### src/rtl/midi_note_if.sv
// Byte-in / note-out bundle between the UART receiver, the note parser and the tone generator.
interface midi_note_if;
    logic       rx_valid;
    logic [7:0] rx_data;
    logic [6:0] note;
    logic [6:0] volume;
    logic       gate;
    logic       note_strobe;
    logic       sync_err;

    modport master (
        output rx_valid, rx_data,
        input  note, volume, gate, note_strobe, sync_err
    );

    modport slave (
        input  rx_valid, rx_data,
        output note, volume, gate, note_strobe, sync_err
    );
endinterface

### src/rtl/midi_note_parser.sv
// Monophonic MIDI Note On/Off/All-Notes-Off decoder feeding the tone generator.
// Optional macro MIDI_CHANNEL_FILTER_EN: only messages on CHANNEL affect the note outputs.
module midi_note_parser #(
    parameter logic [6:0] DEFAULT_NOTE = 7'd69,
    parameter logic [3:0] CHANNEL      = 4'd0
) (
    input  logic      clk,
    input  logic      reset,
    midi_note_if.slave bus
);

    typedef enum logic [1:0] {
        IDLE    = 2'd0,
        WAIT_D1 = 2'd1,
        WAIT_D2 = 2'd2
    } state_t;

    state_t     state_reg, state_next;
    logic [7:0] status_reg, status_next;
    logic [6:0] d1_reg, d1_next;
    logic       silent_reg, silent_next;
    logic [6:0] note_reg, note_next;
    logic [6:0] velocity_reg, velocity_next;
    logic       gate_reg, gate_next;
    logic       strobe_reg, strobe_next;
    logic       sync_err_reg, sync_err_next;
    logic       chan_ok;

`ifdef MIDI_CHANNEL_FILTER_EN
    assign chan_ok = (status_reg[3:0] == CHANNEL);
`else
    logic unused_channel;
    assign unused_channel = ^CHANNEL;
    assign chan_ok        = 1'b1;
`endif

    always_ff @(posedge clk) begin
        if (reset) begin
            state_reg    <= IDLE;
            status_reg   <= 8'h00;
            d1_reg       <= 7'd0;
            silent_reg   <= 1'b0;
            note_reg     <= DEFAULT_NOTE;
            velocity_reg <= 7'd0;
            gate_reg     <= 1'b0;
            strobe_reg   <= 1'b0;
            sync_err_reg <= 1'b0;
        end else begin
            state_reg    <= state_next;
            status_reg   <= status_next;
            d1_reg       <= d1_next;
            silent_reg   <= silent_next;
            note_reg     <= note_next;
            velocity_reg <= velocity_next;
            gate_reg     <= gate_next;
            strobe_reg   <= strobe_next;
            sync_err_reg <= sync_err_next;
        end
    end

    always_comb begin
        state_next    = state_reg;
        status_next   = status_reg;
        d1_next       = d1_reg;
        silent_next   = silent_reg;
        note_next     = note_reg;
        velocity_next = velocity_reg;
        gate_next     = gate_reg;
        strobe_next   = 1'b0;
        sync_err_next = 1'b0;

        if (bus.rx_valid) begin
            if (bus.rx_data[7:3] == 5'b11111) begin
                // real-time bytes are transparent, even mid-message
            end else if (bus.rx_data[7:4] == 4'hF) begin
                state_next  = IDLE;
                status_next = 8'h00;
                silent_next = 1'b1;
            end else if (bus.rx_data[7]) begin
                sync_err_next = (state_reg == WAIT_D2);
                status_next   = bus.rx_data;
                silent_next   = 1'b0;
                state_next    = WAIT_D1;
            end else begin
                case (state_reg)
                    IDLE: sync_err_next = ~silent_reg;
                    WAIT_D1: begin
                        // program change / channel pressure carry a single data byte
                        if (status_reg[7:5] != 3'b110) begin
                            d1_next    = bus.rx_data[6:0];
                            state_next = WAIT_D2;
                        end
                    end
                    WAIT_D2: begin
                        state_next = WAIT_D1;
                        if (chan_ok) begin
                            case (status_reg[7:4])
                                4'h9, 4'h8: begin
                                    if (status_reg[4] && bus.rx_data[6:0] != 7'd0) begin
                                        note_next     = d1_reg;
                                        velocity_next = bus.rx_data[6:0];
                                        gate_next     = 1'b1;
                                        strobe_next   = 1'b1;
                                    end else if (gate_reg && d1_reg == note_reg) begin
                                        gate_next = 1'b0;
                                    end
                                end
                                4'hB: begin
                                    if (d1_reg == 7'd123) gate_next = 1'b0;
                                end
                                default: ;
                            endcase
                        end
                    end
                    default: state_next = IDLE;
                endcase
            end
        end
    end

    assign bus.note        = note_reg;
    assign bus.volume      = gate_reg ? velocity_reg : 7'd0;
    assign bus.gate        = gate_reg;
    assign bus.note_strobe = strobe_reg;
    assign bus.sync_err    = sync_err_reg;

endmodule

### src/flat_wrapper.sv
// flat-port wrapper written by rule: the top's interface ports become plain ports
module midi_note_parser_flat 
#(
    parameter logic [6:0] DEFAULT_NOTE = 7'd69,
    parameter logic [3:0] CHANNEL      = 4'd0
)
  (clk, reset, bus_rx_valid, bus_rx_data, bus_note, bus_volume, bus_gate, bus_note_strobe, bus_sync_err);
  midi_note_if bus_i ();
  input  logic clk;
  input  logic reset;
  input wire logic [$bits(bus_i.rx_valid)-1:0] bus_rx_valid;
  input wire logic [$bits(bus_i.rx_data)-1:0] bus_rx_data;
  output wire logic [$bits(bus_i.note)-1:0] bus_note;
  output wire logic [$bits(bus_i.volume)-1:0] bus_volume;
  output wire logic [$bits(bus_i.gate)-1:0] bus_gate;
  output wire logic [$bits(bus_i.note_strobe)-1:0] bus_note_strobe;
  output wire logic [$bits(bus_i.sync_err)-1:0] bus_sync_err;
  assign bus_i.rx_valid = bus_rx_valid;
  assign bus_i.rx_data = bus_rx_data;
  assign bus_note = bus_i.note;
  assign bus_volume = bus_i.volume;
  assign bus_gate = bus_i.gate;
  assign bus_note_strobe = bus_i.note_strobe;
  assign bus_sync_err = bus_i.sync_err;
  midi_note_parser #(.DEFAULT_NOTE(DEFAULT_NOTE), .CHANNEL(CHANNEL)) u_core (.clk(clk), .reset(reset), .bus(bus_i));
endmodule
### config.mk
export PLATFORM = sky130hd
export DESIGN_NAME = midi_note_parser_flat
export DESIGN_NICKNAME = d
export VERILOG_FILES = /design/src/rtl/midi_note_if.sv /design/src/rtl/midi_note_parser.sv /design/src/flat_wrapper.sv
export SDC_FILE = /design/constraint.sdc
export NUM_CORES = 1
export LEC_CHECK = 0
export CORE_ASPECT_RATIO = 0.8
export CORE_MARGIN = 2
export CORE_UTILIZATION = 50
export CTS_CLUSTER_SIZE = 10
export DETAILED_ROUTE_END_ITERATION = 6
export GPL_TIMING_DRIVEN = 0
export HOLD_SLACK_MARGIN = 0.06
export PLACE_DENSITY = 0.84
export SYNTH_ARGS = -nofsm -noshare
export SYNTH_HDL_FRONTEND = slang
export SYNTH_SLANG_ARGS = --single-unit
### constraint.sdc
create_clock -name clk -period 2.2 [get_ports clk]
set_input_delay 0.66 -clock clk [delete_from_list [all_inputs] [get_ports clk]]
set_output_delay 0.66 -clock clk [all_outputs]
set_load 0.01 [all_outputs]
# Yosys cells after proc, flatten, opt, wreduce, memory -nomap -nowiden
# Index checks and enable logic that the tools add are counted.
word_totals:
  regBits: 35
  in_bits: 11
  out_inout_bits: 17
  word_cells: 60
op_classes:
  eq_ne: 14
  n_mux: 16
  bitwise: 7
  n_reduce_logical: 14
ops:
  columns: ["cell", "count"]
  rows:
  - ["$eq A4 B4 Y1 const B", 4]
  - ["$mux W8", 2]
  - ["$mux W1", 8]
  - ["$reduce_and A8 Y1", 1]
  - ["$eq A7 B7 Y1", 1]
  - ["$eq A7 B7 Y1 const B", 1]
  - ["$mux W7", 1]
  - ["$not A1 Y1", 7]
  - ["$reduce_and A7 Y1", 1]
  - ["$reduce_bool A7 Y1", 1]
  - ["$reduce_or A7 Y1", 1]
  - ["$mux W2", 3]
  - ["$pmux W2 S3", 1]
  - ["$reduce_and A6 Y1", 1]
  - ["$eq A5 B5 Y1 const B", 1]
  - ["$ne A4 B2 Y1 const B", 1]
  - ["$reduce_and A4 Y1", 1]
  - ["$reduce_bool A2 Y1", 2]
  - ["$reduce_or A4 Y1", 1]
  - ["$ne A3 B1 Y1 const B", 1]
  - ["$ne A3 B2 Y1 const B", 1]
  - ["$ne A3 B3 Y1 const B", 1]
  - ["$reduce_and A3 Y1", 1]
  - ["$eq A2 B1 Y1 const B", 1]
  - ["other kinds (6)", 7]

# Depth between registers and ports, before layout
logic_depth:
  word_depth: 5
  depth_mapped: 6
  depth_no_buf: 4

# Worst setup path after synthesis
# No wires, ideal clock.
synth_path:
  path_kind: "input -> register"
  startpoint: "input bus_rx_data[4]"
  endpoint: "register u_core.note_reg[3], in the netlist u_core.bus.note[3]"
  setup_time_ns: 0.128
  t_arrival_ns: 1.934
  required_ns: 2.072
  setup_slack_ns: 0.139
  path_stages: 5
  n_path_buf: 1
  path_cell_list: "or4_4 -> o2111ai_4 -> buf_12 -> mux2i_1 -> nor2_1"
synth_between:
  elab_chain_len: 3
synth_lines:
  columns: ["item", "line_no", "text"]
  rows:
  - ["from (decl)", "flat_wrapper.sv:12", "input wire logic [$bits(bus_i.rx_data)-1:0] bus_rx_data;"]
  - ["$eq A5 B5 Y1, or another cell as far along", "midi_note_parser.sv:73", "if (bus.rx_data[7:3] == 5'b11111) begin"]
  - ["$not A1 Y1 (no source line) or $logic_and A1 B1 Y1 (tied branches)", null, null]
  - ["$reduce_and A7 Y1 (no source line) *", null, null]
  - ["to (signal assigned)", "midi_note_parser.sv:53", "note_reg <= note_next;"]
  - ["to (decl)", "midi_note_parser.sv:22", "logic [6:0] note_reg, note_next;"]
# Every way passes the cells marked *; elsewhere a longest branch is shown, timed or not.
# A chain may end at the register's enable or synchronous reset.

# Worst setup path after layout
layout_path:
  startpoint: "input bus_rx_data[4]"
  endpoint: "register u_core.velocity_reg[1]"
layout_between:
  elab_chain_len: 3
layout_lines:
  columns: ["item", "line_no", "text"]
  rows:
  - ["$eq A5 B5 Y1, or another cell as far along", "midi_note_parser.sv:73", null]
  - ["$not A1 Y1 (no source line) or $logic_and A1 B1 Y1 (tied branches)", null, null]
  - ["$reduce_and A7 Y1 (no source line) *", null, null]
  - ["to (signal assigned)", "midi_note_parser.sv:54", "velocity_reg <= velocity_next;"]
  - ["to (decl)", "midi_note_parser.sv:23", "logic [6:0] velocity_reg, velocity_next;"]
# Marked as above.

==> metrics.yaml <==
synthesis:
  ys_warn_count: 0
  synth_edf_count: 0
  syn_inst: 146
  synth_cell_types: 33
  ys_ff_latch: 31
  syn_nets: 157
  synth.top_cell.area_share: 0.4464
  synth-async-reset-ratio: 0
  yosysSeqAreaShare: 0.4464
  syn-cell-area_sq_mm: 0.001390
  synth_top_flop_cell: "dfxtp_1"
  synth_top_area_cell: "dfxtp_1"
  syn_area_per_cell_sq_um: 9.521
  synth_area_leaders: "dfxtp_1 45%, mux2i_1 13%, nor2_1 7.6%"
final_layout:
  stdcell_area_sq_mm: 0.001810
  fin_nets: 192
  seqCellArea_sq_um: 624.3
  fillers: 227
  multi_input_area_sq_um: 716.9
  layout-drive-gt1-share: 0.08840
  antennaDiodeCount: 0
  syn_to_final_growth_pct: 30.24
global_routing:
  grt_max_degree: 11
  antenna_found_initial: 0
  grt_first_pass_wirelength_microns: 5195
  grt_pass1_vias: 1165
  gr-usage-all-layers: 0.2119
  grt.overflow.total: 0
timing:
  rsz0062_at_grt: "no"
  max_freq_mhz: 473.3
  setup_viol: 0
  post-route-min-period_ps: 2113
  setup-tns-final_ps: 0
  drv_slew: 0
  finClkSkew_ps: 10.04
  fin_crit_sh: 0.9604
  final_hold_viol_count: 0
  worstMarginPinSlew_ps: 544.2
  hold_ws_ps: 477.1
  slew_headroom: 0.6362
drt:
  drtIter0Drc: 51
  ant_nets: 0
  vias_per_cell: 5.498
  routedWlPerCell_microns: 14.21
  wl_microns: 3113
  dr.pass1.iters: 4
  vias: 1204
  drc: 0
pwr:
  p_sw_uw: 242.4
  powerDensity_mw_per_mm2: 548.4
  p_leak_uw: 0.0007806
  p_int_uw: 750.6
  power.share.clock: 0.339
  swShare: 0.2441
  ir_drop_mv: 0.4237
  comb_power_share: 0.077
  sequentialPowerShare: 0.583
worst_setup_path:
  cp.arrival_ps: 2340
  ff2ff_setup_slack_ps: 470
  crit_fanout: 6
  start_kind: "input pin"
  path_class: "in2reg"
  cp.required_ps: 2430
  endpoint_kind: "register"
floorplan:
  rows: 17
  io-pin-count: 28
  die_w_microns: 62.95
  dieHeight_microns: 51.16
  core-area_sq_mm: 0.002701
  start_util: 0.5146
  die-area_sq_mm: 0.003221
min_path:
  hold_path_class: "reg2reg"
clock_network:
  cts_buffer_depth: 2
  htreeDepth: 2
  clkLatencyLatePin_ps: 340
  clkSinkCount: 31
  clk_pin_slew_ps: 90
  cts_buffers: 5
  cts_tree: "done"
  cts-root-buf: "clkbuf_4"
place:
  gp_congestion: 0.8974
  dpl-instance-area_sq_mm: 0.001698
  io_buffers: 26
  post-dp-hpwl_microns: 2272
outcome:
  status: "finished clean"
flow_run:
  cap_violations: 0
[synthesized netlist by cell type, types with 2 or more instances]
cell type / n
dfxtp_1: 31
nor2_1: 28
mux2i_1: 18
and2_1: 7
xnor2_1: 7
inv_1: 6
nand4_1: 6
clkbuf_1: 4
a211o_1: 3
a21oi_1: 3
a22oi_1: 3
o21ai_0: 3
a31oi_1: 2
and3_1: 2
nand2_1: 2
nand3_1: 2
nand3b_1: 2
nor3b_1: 2
[layout by cell type (no fill, tap or decap), drive strengths merged, types with 3 or more instances in the layout]
cell type,count
a22oi,3
inv,6
and2,7
mux2i,18
dfxtp,31
a211o,3
o21ai,3
a21oi,3
nor2,28
nand4,6
xnor2,7
clkdlybuf4s50,22
clkbuf,11
[cell families after synthesis]
family | after synthesis | synth area share
and+or+nand+nor | 58 | 0.2196
DFF | 31 | 0.4464
xor gates and xnor gates | 7 | 0.04411
AOI/OAI and AO/OA | 21 | 0.1188
muxes | 18 | 0.1296
buffers and inverters | 11 | 0.04140
[final cells by class]
class,instances,share of cell area
tap,38,0.02626
clock inverter,1,0.002764
sequential,31,0.3449
timing repair buffer,28,0.1700
inverter,6,0.01244
clock buffer,6,0.02833
multi-input combinational,104,0.3960
buffer,5,0.01935
[per-stage QoR]
| step | utilization | setup slack [ps] | cells | power [uW] |
|---|---|---|---|---|
| after global routing | 0.6702 | 10.26 | 219 | 1031 |
| after global placement | 0.6285 | -545.5 | 210 | 665.9 |
| after detailed placement | 0.6285 | -624.5 | 210 | 669.7 |
| after CTS | 0.6563 | 14.66 | 218 | 994.3 |
| after floorplan | - | 138.6 | 146 | 631.1 |
| final | 0.6702 | 87.10 | 219 | 993.0 |
[metal layers]
layer / GRT usage / routed length (microns) / up-vias
li1: - / - / 588
met1: 0.2459 / 1330 / 554
met2: 0.3493 / 1421 / 50
met3: 0.07048 / 270 / 12
met4: 0.1148 / 90 / 0
met5: 0 / 0 / -
[power groups by stage]
stage	sequential [uW]	clock [uW]	combinational, uW
finish	579	337	76.5
global route	581	365	84.7
CTS	580	339	75.5
detailed placement	593	0	76.3
global placement	592	0	73.5
floorplan	591	0	40.1
[worst paths after layout]
path                                          endpoint  cells past startpoint                  from
worst max-delay path            u_core.velocity_reg[1]                      6        bus_rx_data[4]
worst min-delay path                 u_core.silent_reg                      2     u_core.silent_reg
worst max register to register      u_core.bus.note[6]                      4  u_core.status_reg[7]
worst min register to register       u_core.silent_reg                      2     u_core.silent_reg
[repair_timing]
item / 4_1_cts / 5_1_grt
buffers inserted: 1 / 0
cloned: 0 / 1
pin swaps: 1 / 1
setup endpoints to repair: 22 / 11
resized for setup: 3 / 4
hold buffers: 0 / 0
[critical path: stages]
cell           delay [ps]
dlygate4sd2_1         310
or4_4                 580
o2111ai_4             330
clkbuf_16             220
mux2i_1               190
nor2_1                 50
Note: power is estimated with default switching activity, not from simulation.
